==> config.mk <==
export PLATFORM = sky130hd
export DESIGN_NAME = spi_xfer_engine
export DESIGN_NICKNAME = d
export VERILOG_FILES = /design/src/rtl/spi_xfer_pkg.sv /design/src/rtl/spi_sck_div.sv /design/src/rtl/spi_xfer_engine.sv
export SDC_FILE = /design/constraint.sdc
export NUM_CORES = 1
export LEC_CHECK = 0
export CAP_MARGIN = 10
export CORE_ASPECT_RATIO = 0.7
export CORE_MARGIN = 1.5
export CORE_UTILIZATION = 50
export CTS_CLUSTER_SIZE = 30
export DETAILED_ROUTE_END_ITERATION = 16
export GPL_TIMING_DRIVEN = 0
export PLACE_DENSITY = 0.71
export SETUP_SLACK_MARGIN = 0.05
export SYNTH_ARGS = -nofsm -noshare
export SYNTH_HDL_FRONTEND = slang
export SYNTH_SLANG_ARGS = --single-unit
export TNS_END_PERCENT = 20
==> constraint.sdc <==
create_clock -name clk -period 3.65 [get_ports clk]
set_clock_uncertainty 0.15 [all_clocks]
set_input_delay 0.73 -clock clk [delete_from_list [all_inputs] [get_ports clk]]
set_output_delay 0.73 -clock clk [all_outputs]
set_load 0.05 [all_outputs]
==> src/rtl/spi_xfer_pkg.sv <==
// -----------------------------------------------------------------------------
// spi_xfer_pkg
// Shared types and constants for the SPI byte shift engine.
//   - xfer_state_e : engine state (IDLE, SHIFT, DONE)
//   - SPI_BITS     : bits per transfer
//   - SPI_EDGES    : SCK edges per transfer (two per bit)
//   - first_bit / shift_on : serialiser helpers honouring the bit order
// -----------------------------------------------------------------------------
package spi_xfer_pkg;

    typedef enum logic [1:0] {
        IDLE  = 2'd0,
        SHIFT = 2'd1,
        DONE  = 2'd2
    } xfer_state_e;

    localparam int SPI_BITS  = 8;
    localparam int SPI_EDGES = 2 * SPI_BITS;

    // Bit that leaves the shift register first for the selected order.
    function automatic logic first_bit(input logic [SPI_BITS-1:0] d, input logic lsb);
        return lsb ? d[0] : d[SPI_BITS-1];
    endfunction

    // Shift register contents after the current head bit has been consumed.
    function automatic logic [SPI_BITS-1:0] shift_on(input logic [SPI_BITS-1:0] d, input logic lsb);
        return lsb ? {1'b0, d[SPI_BITS-1:1]} : {d[SPI_BITS-2:0], 1'b0};
    endfunction

endpackage

==> src/rtl/spi_sck_div.sv <==
// -----------------------------------------------------------------------------
// spi_sck_div
// SCK half-period down-counter. Loaded with 'period' on 'load'; while 'run'
// is high it counts down and raises 'strike' for one cycle when it reaches
// zero, reloading 'period' in the same cycle.
// Ports:
//   clk, rst_n (async active-low), clr (sync clear)
//   load   : start a new count from 'period'
//   run    : counting enabled
//   period : half-period minus one
//   strike : one-cycle SCK edge request
// -----------------------------------------------------------------------------
module spi_sck_div #(
    parameter int DIV_W = 8
) (
    input  logic             clk,
    input  logic             rst_n,
    input  logic             clr,
    input  logic             load,
    input  logic             run,
    input  logic [DIV_W-1:0] period,
    output logic             strike
);

    logic [DIV_W-1:0] cnt_r;

    // Edge request when the running counter has expired.
    always_comb begin
        strike = run && (cnt_r == {DIV_W{1'b0}});
    end

    // Counter: load/reload on start or expiry, otherwise count down while running.
    always_ff @(posedge clk or negedge rst_n) begin
        if (!rst_n) begin
            cnt_r <= {DIV_W{1'b0}};
        end else if (clr) begin
            cnt_r <= {DIV_W{1'b0}};
        end else if (load || strike) begin
            cnt_r <= period;
        end else if (run) begin
            cnt_r <= cnt_r - {{(DIV_W-1){1'b0}}, 1'b1};
        end else begin
            cnt_r <= cnt_r;
        end
    end

endmodule

==> src/rtl/spi_xfer_engine.sv <==
// -----------------------------------------------------------------------------
// spi_xfer_engine
// Byte-serial SPI master shift engine between the TX and RX FIFOs. Pops a
// byte, shifts it out on mosi_o while sampling miso_i in any CPOL/CPHA mode,
// then pushes the received byte (or flags an overrun when the RX FIFO is full).
// Optional feature macro: SPI_XFER_LSBF_EN adds the 'lsbf' port (LSB-first).
// Ports:
//   clk, rst_n (async active-low), clr (sync soft clear), enable (SPE)
//   cpol, cpha, div      : mode and SCK half-period (div+1 clks), latched at load
//   tx_empty, tx_dout    : TX FIFO status/head;  tx_re : pop strobe (combinational)
//   rx_full              : RX FIFO status;  rx_din/rx_we : received byte / push
//   sck_o, mosi_o, miso_i: SPI lines
//   busy, done, rx_ovr   : status strobes
//   lsbf                 : LSB-first select (SPI_XFER_LSBF_EN builds only)
// -----------------------------------------------------------------------------
module spi_xfer_engine
    import spi_xfer_pkg::*;
#(
    parameter int DIV_W = 8
) (
    input  logic                clk,
    input  logic                rst_n,
    input  logic                clr,
    input  logic                enable,
    input  logic                cpol,
    input  logic                cpha,
    input  logic [DIV_W-1:0]    div,
    input  logic                tx_empty,
    input  logic [SPI_BITS-1:0] tx_dout,
    output logic                tx_re,
    input  logic                rx_full,
    output logic [SPI_BITS-1:0] rx_din,
    output logic                rx_we,
    output logic                sck_o,
    output logic                mosi_o,
    input  logic                miso_i,
    output logic                busy,
    output logic                done,
    output logic                rx_ovr
`ifdef SPI_XFER_LSBF_EN
    ,
    input  logic                lsbf
`endif
);

    localparam logic [3:0] LAST_EDGE = 4'(SPI_EDGES - 1);

    xfer_state_e         state_r, state_nxt_s;
    logic                cpol_r, cpha_r, lsbf_r;
    logic [DIV_W-1:0]    div_r;
    logic [3:0]          edge_cnt_r;
    logic [SPI_BITS-1:0] tx_sr_r, rx_sr_r, rx_din_r, rx_next_s;
    logic                sck_r, mosi_r;
    logic                lsbf_s, abort_s, pop_s, strike_s, sample_s, last_edge_s;
    logic [DIV_W-1:0]    period_s;

`ifdef SPI_XFER_LSBF_EN
    assign lsbf_s = lsbf;
`else
    assign lsbf_s = 1'b0;
`endif

    assign sck_o  = sck_r;
    assign mosi_o = mosi_r;
    assign rx_din = rx_din_r;

    // Control decodes; clr blocks a pop issued in the same cycle.
    always_comb begin
        abort_s     = clr || !enable;
        pop_s       = (state_r == IDLE) && enable && !tx_empty && !clr;
        // Leading (even) edges sample when cpha=0; trailing (odd) edges when cpha=1.
        sample_s    = strike_s && (!edge_cnt_r[0] ^ cpha_r);
        last_edge_s = strike_s && (edge_cnt_r == LAST_EDGE);
        rx_next_s   = lsbf_r ? {miso_i, rx_sr_r[SPI_BITS-1:1]} : {rx_sr_r[SPI_BITS-2:0], miso_i};
        // A fresh byte counts from the live div; reloads use the latched copy.
        period_s    = pop_s ? div : div_r;
    end

    spi_sck_div #(.DIV_W(DIV_W)) u_sck_div (
        .clk    (clk),
        .rst_n  (rst_n),
        .clr    (clr),
        .load   (pop_s),
        .run    (state_r == SHIFT),
        .period (period_s),
        .strike (strike_s)
    );

    // State register.
    always_ff @(posedge clk or negedge rst_n) begin
        if (!rst_n) begin
            state_r <= IDLE;
        end else begin
            state_r <= state_nxt_s;
        end
    end

    // Next state and strobes; an abort in SHIFT/DONE suppresses every completion strobe.
    always_comb begin
        state_nxt_s = state_r;
        tx_re       = 1'b0;
        busy        = 1'b0;
        done        = 1'b0;
        rx_we       = 1'b0;
        rx_ovr      = 1'b0;
        case (state_r)
            IDLE: begin
                tx_re = pop_s;
                if (pop_s) begin
                    state_nxt_s = SHIFT;
                end else begin
                    state_nxt_s = IDLE;
                end
            end
            SHIFT: begin
                busy = 1'b1;
                if (abort_s) begin
                    state_nxt_s = IDLE;
                end else if (last_edge_s) begin
                    state_nxt_s = DONE;
                end else begin
                    state_nxt_s = SHIFT;
                end
            end
            DONE: begin
                busy        = 1'b1;
                state_nxt_s = IDLE;
                if (abort_s) begin
                    done = 1'b0;
                end else begin
                    done   = 1'b1;
                    rx_we  = !rx_full;
                    rx_ovr = rx_full;
                end
            end
            default: begin
                state_nxt_s = IDLE;
            end
        endcase
    end

    // Datapath: load on pop, idle/abort parks SCK at cpol, each strike moves one edge.
    always_ff @(posedge clk or negedge rst_n) begin
        if (!rst_n) begin
            cpol_r     <= 1'b0;
            cpha_r     <= 1'b0;
            lsbf_r     <= 1'b0;
            div_r      <= {DIV_W{1'b0}};
            edge_cnt_r <= 4'd0;
            tx_sr_r    <= {SPI_BITS{1'b0}};
            rx_sr_r    <= {SPI_BITS{1'b0}};
            rx_din_r   <= {SPI_BITS{1'b0}};
            sck_r      <= 1'b0;
            mosi_r     <= 1'b0;
        end else if (pop_s) begin
            cpol_r     <= cpol;
            cpha_r     <= cpha;
            lsbf_r     <= lsbf_s;
            div_r      <= div;
            edge_cnt_r <= 4'd0;
            rx_sr_r    <= {SPI_BITS{1'b0}};
            sck_r      <= cpol;
            // cpha=0 needs the first bit on the wire before the first (sampling) edge.
            if (!cpha) begin
                mosi_r  <= first_bit(tx_dout, lsbf_s);
                tx_sr_r <= shift_on(tx_dout, lsbf_s);
            end else begin
                mosi_r  <= mosi_r;
                tx_sr_r <= tx_dout;
            end
        end else if ((state_r == IDLE) || abort_s) begin
            sck_r <= cpol;
        end else if (strike_s) begin
            edge_cnt_r <= edge_cnt_r + 4'd1;
            sck_r      <= last_edge_s ? cpol_r : !sck_r;
            if (sample_s) begin
                rx_sr_r <= rx_next_s;
            end else begin
                mosi_r  <= first_bit(tx_sr_r, lsbf_r);
                tx_sr_r <= shift_on(tx_sr_r, lsbf_r);
            end
            if (last_edge_s) begin
                rx_din_r <= sample_s ? rx_next_s : rx_sr_r;
            end else begin
                rx_din_r <= rx_din_r;
            end
        end else begin
            sck_r <= sck_r;
        end
    end

endmodule

==> reports/metrics.cfg, run 1 <==
[clocking]
clock_latency_ns=0.30
post_cts_buffers=0
ctsHoldBuffers=0
clock-root-buffer=clkbuf_8
cts_made_buffers=5
clockBufferDepth=2
htreeDepth=2
cts_tree=built
cts.clk_slew.worst_paths_ns=0.10
ctsResizeCount=6
cts_sinks=50

[power_and_ir_drop]
power_switching_share_pct=30.0
p_per_area_mw_per_mm2=403
intPower_uw=952
power_frac_clock_pct=29.2
ir_worst_vdd_mv=0.214
pwr-share-seq_pct=47.4
p_sw_uw=407
p_leak_nw=1.49
p_comb_share_pct=23.4

[floorplanning]
die_y_um=65.2
die-area_mm2=0.00598
die_w_um=91.8
io_pins=40
rows=22
fp.coreArea_mm2=0.00529
start_util_pct=52.2

[route]
wirelength_um=6290
wire_per_inst_um=15.5
drtIter0Drc=202
post-route-drc-count=0
dr.pass1.iters=4
via_count=2295
drtAntennaViolNets=0
vias_per_cell=5.65

[synthesis]
synthAdderAreaFrac_pct=2.27
synth_area_leaders=dfrtp_1 (45%), nand2_1 (7.9%), mux2i_1 (5.1%), mux2_4 (4.4%), a21oi_1 (2.7%)
ys_warn_count=0
synth-simple-area-share_pct=24.4
synth_top_family_by_area=simple AND/OR/NAND/NOR gates
ys_seq_elements=50
synth.net_count=317
yosysTopAreaCell=dfrtp_1
synth.area.mux_share_pct=11.1
synth_cells=287
synth.avg_cell_area_um2=9.62
synth_top_cell_area_share_pct=45.3
async_flop_share_pct=100
synth_edf_count=0
synth.distinct_cells=49
syn-cell-area_mm2=0.00276
ys_seq_area_share_pct=45.3
synth_xor_xnor_area_share_pct=0.317
synth_compound_area_share_pct=13.1
synth_flop_cell=dfrtp_1

[sta]
max_slew.worst_pin.slew_ns=0.974
rsz0062_at_grt=true
fmax_mhz=286
drv_slew=0
fin_setup_tns_ns=0
hold_viol_final=0
final.min_clock_period_ns=3.50
max-slew-margin-rel_pct=34.6
setup_viol=0
timing.final.crit_share_pct=95.9

[finish]
drive_gt1_share_pct=12.0
register_area_mm2=0.00125
final_cells=406
multi_input_area_mm2=0.00141
fin_nets=363
nFillCells=451
area.growth.synth_to_final_pct=22.1
insertedDiodeCount=0

[placed_design]
dp_cells=399
io_buffers=39
dp_hpwl_um=4540
place.gp.congestion=0.874

[global_routing]
antenna_found_initial=0
grt_pass1_vias=2137
grt_use_total_pct=22.8
grt_max_degree=32
grt_pass1_wl_um=10600
grt_overflow=0

[worst_setup_path]
critical_path.startpoint_type=input pin
crit_required_ns=2.77
arrival_ns=2.62
setup.worst_path.end_class=output port
criticalPathCategory=in -> out
crit_fanout=10

[worst_hold_path]
hold_class=in -> async

[run]
maxCapViolations=0

[status]
outcome=finished, final reports clean

[per-stage QoR]
| stage | util, % | area, um2 | total power [mW] | setup slack [ns] | hold WS, ns |
|---|---|---|---|---|---|
| final | 63.8 | 3370 | 1.36 | 0.149 | 0.215 |
| after global routing | 63.8 | 3370 | 1.43 | 0.0310 | 0.245 |
| after floorplan | - | 2760 | 0.863 | 0.491 | 0.284 |
| after detailed placement | 61.6 | 3260 | 0.970 | -0.818 | 0.309 |
| after global placement | 61.3 | 3240 | 0.963 | -0.775 | 0.305 |
| after CTS | 63.7 | 3370 | 1.37 | 0.0475 | 0.227 |
[worst paths after layout]
kind / cells after the start / startpoint / slack (ns) / end
worst max-delay path: 5 / clr / 0.15 / done
worst min-delay path: 1 / rst_n / 0.22 / u_sck_div.cnt_r[0]
worst max register to register: 7 / u_sck_div.cnt_r[0] / 0.87 / rx_sr_r[4]
worst min register to register: 2 / div_r[6] / 0.32 / div_r[6]
max in group asynchronous: 2 / rst_n / 2.61 / div_r[6]
min in group clk: 2 / div_r[6] / 0.32 / div_r[6]
[cells in the final DEF (no fill, tap or decap), types with 2 or more instances in the layout]
cell type / Yosys / final
a21oi_1: 15 / 15
a31oi_1: 4 / 4
and3b_1: 2 / 2
buf_2: 0 / 2
buf_6: 2 / 2
clkbuf_1: 11 / 9
clkbuf_8: 0 / 5
clkdlybuf4s50_1: 0 / 36
dfrtp_1: 50 / 50
ha_1: 5 / 5
inv_1: 8 / 7
mux2_2: 4 / 4
mux2_4: 8 / 8
mux2i_1: 14 / 14
nand2_1: 58 / 58
nand2b_1: 2 / 2
nand3_1: 11 / 11
nand3b_1: 4 / 4
nand4_1: 2 / 2
nor2_1: 15 / 15
nor2b_1: 3 / 3
nor3_1: 5 / 5
nor3b_1: 3 / 3
nor4_1: 3 / 3
nor4_4: 2 / 2
o211ai_1: 2 / 2
o21ai_0: 15 / 15
o21ai_1: 2 / 2
o21ai_2: 7 / 7
o311ai_0: 2 / 2
or3_1: 3 / 3
or4_1: 4 / 4
or4b_1: 2 / 2
[power groups by stage]
stage / clock network (mW) / logic (mW) / registers (mW)
2_1_floorplan: 0 / 0.191 / 0.671
3_3_place_gp: 0 / 0.309 / 0.654
3_5_place_dp: 0 / 0.315 / 0.655
4_1_cts: 0.410 / 0.317 / 0.644
5_1_grt: 0.431 / 0.349 / 0.653
6_report: 0.398 / 0.318 / 0.644
[synthesized netlist by cell type, types with 3 or more instances]
| cell | instances |
|---|---|
| nand2_1 | 58 |
| o21ai_0 | 15 |
| clkbuf_1 | 11 |
| ha_1 | 5 |
| mux2_2 | 4 |
| nand3_1 | 11 |
| nor2b_1 | 3 |
| a31oi_1 | 4 |
| dfrtp_1 | 50 |
| nor3b_1 | 3 |
| nor4_1 | 3 |
| or4_1 | 4 |
| mux2i_1 | 14 |
| nor3_1 | 5 |
| a21oi_1 | 15 |
| or3_1 | 3 |
| nor2_1 | 15 |
| nand3b_1 | 4 |
| o21ai_2 | 7 |
| mux2_4 | 8 |
| inv_1 | 8 |
[worst max-delay path, cell delays in order]
cell and delay, ns:
clkdlybuf4s50_1 0.49, clkbuf_2 0.24, nor2b_1 0.19, and2_1 0.17
clkdlybuf4s50_1 0.80
[final cells by class]
| class | count | share of cell area (%) |
|---|---|---|
| Clock inverter | 3 | 1.30 |
| Buffer | 13 | 1.97 |
| Sequential cell | 50 | 37.1 |
| Timing Repair Buffer | 40 | 12.1 |
| Clock buffer | 5 | 2.04 |
| Multi-Input combinational cell | 215 | 41.9 |
| Inverter | 8 | 0.891 |
| Tap cell | 72 | 2.67 |
[logic make-up (layout without fill, tap and decap cells)]
group	after synthesis	count (layout)
AO/OA/AOI/OAI	56	56
buffers and inverters	22	69
AND/OR/NAND/NOR	127	127
multiplexers	26	26
XOR/XNOR	1	1
flip-flops	50	50
adder cells (fa/ha/maj)	5	5
[sequential cells by signal, summed over array words and instances, names as in the netlist]
register,flops
div_r,8
rx_din,8
rx_sr_r,8
tx_sr_r,8
u_sck_div.cnt_r,8
edge_cnt_r,4
state_r,2
cpha_r,1
cpol_r,1
mosi_o,1
sck_o,1
[layer usage]
layer	track usage [%]	vias up	wire length, um
li1	-	1122	-
met1	35.3	1075	3190
met2	33.6	94	2600
met3	4.05	4	455
met4	4.62	0	42
met5	0	-	0
No activity file was read; power rests on OpenSTA's default activity.
==> inputs of run 2 (changes only) <==
CAP_MARGIN = not set   (was 10)
==> results of run 2 <==
The final DEF is identical to that of run 1; final timing and power are the same.
